<file path="config.mk">
export PLATFORM = sky130hd
export DESIGN_NAME = display_scan_ctrl
export DESIGN_NICKNAME = d
export VERILOG_FILES = /design/src/rtl/display_scan_ctrl.sv
export SDC_FILE = /design/constraint.sdc
export NUM_CORES = 1
export LEC_CHECK = 0
export CORE_ASPECT_RATIO = 1.75
export CORE_MARGIN = 2
export CORE_UTILIZATION = 39
export DETAILED_ROUTE_END_ITERATION = 6
export SLEW_MARGIN = 10
export SYNTH_ARGS = -nofsm -noshare
export SYNTH_HDL_FRONTEND = slang
export SYNTH_SLANG_ARGS = --single-unit
</file>
<file path="constraint.sdc">
create_clock -name clk -period 3.3 [get_ports clk]
set_input_delay 0.495 -clock clk [delete_from_list [all_inputs] [get_ports clk]]
set_output_delay 0.495 -clock clk [all_outputs]
set_load 0.01 [all_outputs]
</file>
<file path="src/rtl/display_scan_ctrl.sv">
// display_scan_ctrl: four-digit BCD display scanner with frame-aligned value swap; optional leading-zero blanking via DISPLAY_SCAN_LZB_EN
module display_scan_ctrl #(
  parameter int DIV = 50000
) (
  input  logic        clk,
  input  logic        rst,
  input  logic        ld,
  input  logic [15:0] val,
  output logic        a,
  output logic        b,
  output logic        c,
  output logic        d,
  output logic [3:0]  dig_n,
  output logic        frame,
  output logic        pend,
  output logic        err
);
  localparam int W = $clog2(DIV);
  logic [W-1:0] cnt;
  logic [1:0]   idx;
  logic [15:0]  shadow, active;
  logic [3:0]   nib;
  logic         tick, wrap, blank;
  assign tick = cnt == W'(DIV - 1);
  assign wrap = tick && idx == 2'd3;
  // prescaler steps the digit index once per slot
  always_ff @(posedge clk or posedge rst)
    if (rst) begin
      cnt <= '0;
      idx <= '0;
    end else begin
      cnt <= tick ? '0 : cnt + W'(1);
      idx <= tick ? idx + 2'd1 : idx;
    end
  // new values wait in shadow and swap in only at the wrap so a frame never mixes two values
  always_ff @(posedge clk or posedge rst)
    if (rst) begin
      shadow <= '0;
      active <= '0;
      pend   <= 1'b0;
      frame  <= 1'b0;
    end else begin
      if (ld) shadow <= val;
      if (wrap) active <= ld ? val : pend ? shadow : active;
      pend  <= wrap ? 1'b0 : (ld | pend);
      frame <= wrap;
    end
  // select the nibble for the current digit slot
  always_comb
    nib = idx == 2'd0 ? active[3:0] : idx == 2'd1 ? active[7:4] : idx == 2'd2 ? active[11:8] : active[15:12];
`ifdef DISPLAY_SCAN_LZB_EN
  logic z3, z2, z1;
  assign z3    = active[15:12] == 4'd0;
  assign z2    = z3 && active[11:8] == 4'd0;
  assign z1    = z2 && active[7:4] == 4'd0;
  assign blank = idx == 2'd3 ? z3 : idx == 2'd2 ? z2 : idx == 2'd1 ? z1 : 1'b0;
`else
  assign blank = 1'b0;
`endif
  assign err          = nib > 4'd9;
  assign {a, b, c, d} = (err | blank) ? 4'hF : nib;
  assign dig_n        = cnt == '0 ? 4'hF : ~(4'b0001 << idx);
endmodule

</file>
==> impl_metrics.yaml <==
synth:
  ys_ff_latch: 52
  synthTopCellsByArea: "dfrtp_1 54%, mux2_2 10%, mux2_4 6.2%"
  synthCells: 197
  syn_nets: 222
  yosysSeqAreaShare_pct: 53.7
  synth.cell_area_um2: 2420
  yosysTopAreaCell: "dfrtp_1"
  yosysWarnings: 0
  netlist-cell-type-count: 37
  avgSynthCellArea_um2: 12.3
  synth_top_area_share_pct: 53.7
sta:
  period_needed_ns: 2.97
  maxSlewHeadroom_pct: 53.8
  rsz0062_at_grt: "false"
  tns_ns: 0
  clock-skew-final_ns: 0.00633
  finalCritPeriodShare_pct: 90.0
  setup_viol: 0
  fin_hold_ws_ns: 0.498
  drv_slew: 0
  final-hold-violation-count: 0
  worstMarginPinSlew_ns: 0.693
  max_clock_freq_mhz: 337
power:
  pwr_density_cell_nw_per_um2: 418
  power_switching_uw: 231
  total_leakage_power_nw: 1.28
  power.share.clock_pct: 40.6
  pwr-share-seq_pct: 53.9
  internal_power_uw: 993
  comb_power_share_pct: 5.6
  peakVddDrop_mv: 0.347
  switching_share_pct: 18.9
floorplanning:
  die_height_um: 108
  num_io_pins: 30
  start_util_pct: 39.8
  die_w_um: 63.6
  coreArea_um2: 6090
  die_area_um2: 6890
  num_rows: 38
clock_network:
  cts_max_level: 2
  clockBufferDepth: 2
  post_cts.repair.setup_buffers: 0
  numClockSinks: 52
  cts_resized: 0
  cts_root_buffer: "clkbuf_8"
  cts_inserted_buffers: 5
  clkTransAtPathRegs_ns: 0.09
  holdBufCountCts: 0
  cts_tree: "built"
  clk_latency_ns: 0.30
route:
  met2_length_mm: 2.52
  firstDrtPassIters: 4
  wl_met3_um: 137
  avgViaCountPerCell: 5.06
  wire_per_inst_um: 14.5
  drcViolationCount: 0
  wirelength_mm: 4.49
  highest_layer: "met4"
  vias: 1570
  ant_nets: 0
  drt_iter0_drc: 62
  wl_met1_mm: 1.78
setup_path:
  path_cells: "inv_1 > ha_1 > mux2i_1 > a221oi_1 > o22ai_1 > o211ai_1 > clkdlybuf4s50_1"
  path_class: "reg -> out"
  max_stage_delay_ns: 0.55
  required_ns: 2.80
  cp-end-kind: "output pin"
  cp_slowest_cell: "clkdlybuf4s50_1"
  r2r_slack_ns: 0.98
  critical_path_arrival_ns: 2.47
  r2r-start: "cnt[10]$_DFF_PP0_"
  crit_fanout: 5
  r2r_cells: 5
  start_kind: "flop"
  worstReg2RegEnd: "active[14]$_DFFE_PP0P_"
finish:
  finalNetCount: 255
  multiInputGateArea_um2: 1030
  antenna_cells: 0
  area_delta_synth_final_pct: 20.8
  drive_gt1_share_pct: 21.3
  fin_area_um2: 2930
  seqCellArea_um2: 1300
  fill_cells: 609
run_status:
  status: "completed"
placement:
  dpl_cell_area_um2: 2800
  numPortBuffers: 29
  dp.final_hpwl_mm: 3.45
  place.gp.congestion: 0.793
hold_path:
  hold_class: "reg -> reg"
  hold_end: "shadow[11]$_DFFE_PP0P_"
  holdPathStages: 1
  worstHoldStart: "shadow[11]$_DFFE_PP0P_"
grt:
  track_usage_pct: 14.3
  antenna_found_initial: 0
  grt_max_degree: 36
  overflow: 0
  grt_pass1_wl_mm: 7.62
  grt_pass1_vias: 1654
flow_run:
  cap_violations: 0
-- state kept, by name (all words and copies together), names as in the netlist --
signal  count
idx         2
frame       1
cnt        16
pend        1
shadow     16
active     16
-- layout make-up --
class | instances | share of cell area, %
multi-input cells | 126 | 35.1
well taps | 80 | 3.42
flip-flops and latches | 52 | 44.5
clock inverters | 2 | 2.05
inverters | 11 | 1.41
repair buffers | 34 | 11.2
clock buffers | 5 | 2.35
-- worst max-delay path, delay by kind of cell, from the launching register on --
kind	cells	cell delay (ns)
compound gates	3	0.66
mux	1	0.12
flops	1	0.41
buf+inv	2	0.67
fa+ha+maj	1	0.33
-- per-stage QoR --
stage          util, %  cells  worst slack (ns)  power (mW)
2_1_floorplan        -    197              1.09       0.709
3_3_place_gp      46.0    303             0.715       0.741
3_5_place_dp      46.0    303             0.646       0.743
4_1_cts           48.1    310             0.301        1.24
5_1_grt           48.1    310             0.105        1.27
6_report          48.1    310             0.331        1.22
-- layer usage --
metal | up-vias | track usage [%]
met5 | - | 0
li1 | 741 | -
met3 | 5 | 2.71
met2 | 36 | 28.4
met1 | 788 | 15.0
met4 | 0 | 3.73
-- power by group through the flow --
stage | Clock, mW | Combinational (mW) | Sequential, mW
floorplan | 0 | 0.0373 | 0.672
finish | 0.496 | 0.0679 | 0.660
detailed placement | 0 | 0.0701 | 0.673
global placement | 0 | 0.0689 | 0.672
CTS | 0.513 | 0.0704 | 0.660
global route | 0.533 | 0.0766 | 0.662
-- kinds of logic (layout without fill, tap and decap cells) --
family          Yosys count  count (layout)  share of synthesized area, %
compound gates           12              12                          3.15
simple gates             60              60                          13.7
buf+inv                  19              52                          3.92
fa+ha+maj                 6               6                          3.10
mux                      36              36                          18.1
xor+xnor                 12              12                          4.34
flops                    52              52                          53.7
-- cells in the final DEF, fill, tap and decap left out --
master           synthesis  layout
nor4b_1                  1       1
o21ai_0                  3       3
mux2_4                  10      10
a211oi_1                 1       1
clkdlybuf4s50_1          0      29
o31ai_1                  1       1
inv_2                    0       1
a21oi_1                  3       3
clkbuf_8                 0       5
inv_1                   11      10
or2_2                    2       2
mux2i_1                  4       4
nor3_1                   2       2
and2_1                   2       2
mux2_2                  22      22
nor4_4                   1       1
or4_1                    2       2
o211ai_1                 1       1
and3b_1                  1       1
xor2_1                   3       3
and4_1                   1       1
ha_1                     6       6
nand3_1                  8       8
buf_4                    0       5
or4_4                    1       1
or3_1                    2       2
a221oi_1                 2       2
nor2b_1                  2       2
dfrtp_1                 52      52
xnor2_1                  9       9
nand2b_1                 2       2
nor3b_1                  2       2
nand4_1                  4       4
nor2_1                  14      14
nand2_1                 11      11
o22ai_1                  1       1
bufinv_16                0       2
nor4_1                   2       2
-- worst max path at each step --
stage	start	end	slack, ns
2_1_floorplan	cnt[10]$_DFF_PP0_	active[0]$_DFFE_PP0P_	1.09
3_3_place_gp	idx[0]$_DFFE_PP0N_	d	0.71
3_5_place_dp	idx[0]$_DFFE_PP0N_	d	0.65
4_1_cts	idx[0]$_DFFE_PP0N_	d	0.30
5_1_grt	idx[0]$_DFFE_PP0N_	d	0.10
6_report	idx[0]$_DFFE_PP0N_	d	0.33
-- cells in the mapped netlist, drive strengths merged --
| master | instances |
|---|---|
| dfrtp | 52 |
| and3b | 1 |
| and4 | 1 |
| xnor2 | 9 |
| xor2 | 3 |
| and2 | 2 |
| nor4 | 3 |
| nor3 | 2 |
| a221oi | 2 |
| or2 | 2 |
| nand2b | 2 |
| a21oi | 3 |
| inv | 11 |
| nor4b | 1 |
| mux2 | 32 |
| mux2i | 4 |
| nor2b | 2 |
| nand2 | 11 |
| nand3 | 8 |
| o211ai | 1 |
| o22ai | 1 |
| nor3b | 2 |
| nand4 | 4 |
| a211oi | 1 |
| ha | 6 |
| or4 | 3 |
| or3 | 2 |
| o21ai | 3 |
| o31ai | 1 |
| clkbuf | 5 |
| buf | 3 |
| nor2 | 14 |
Note: power is estimated with default switching activity, not from simulation.
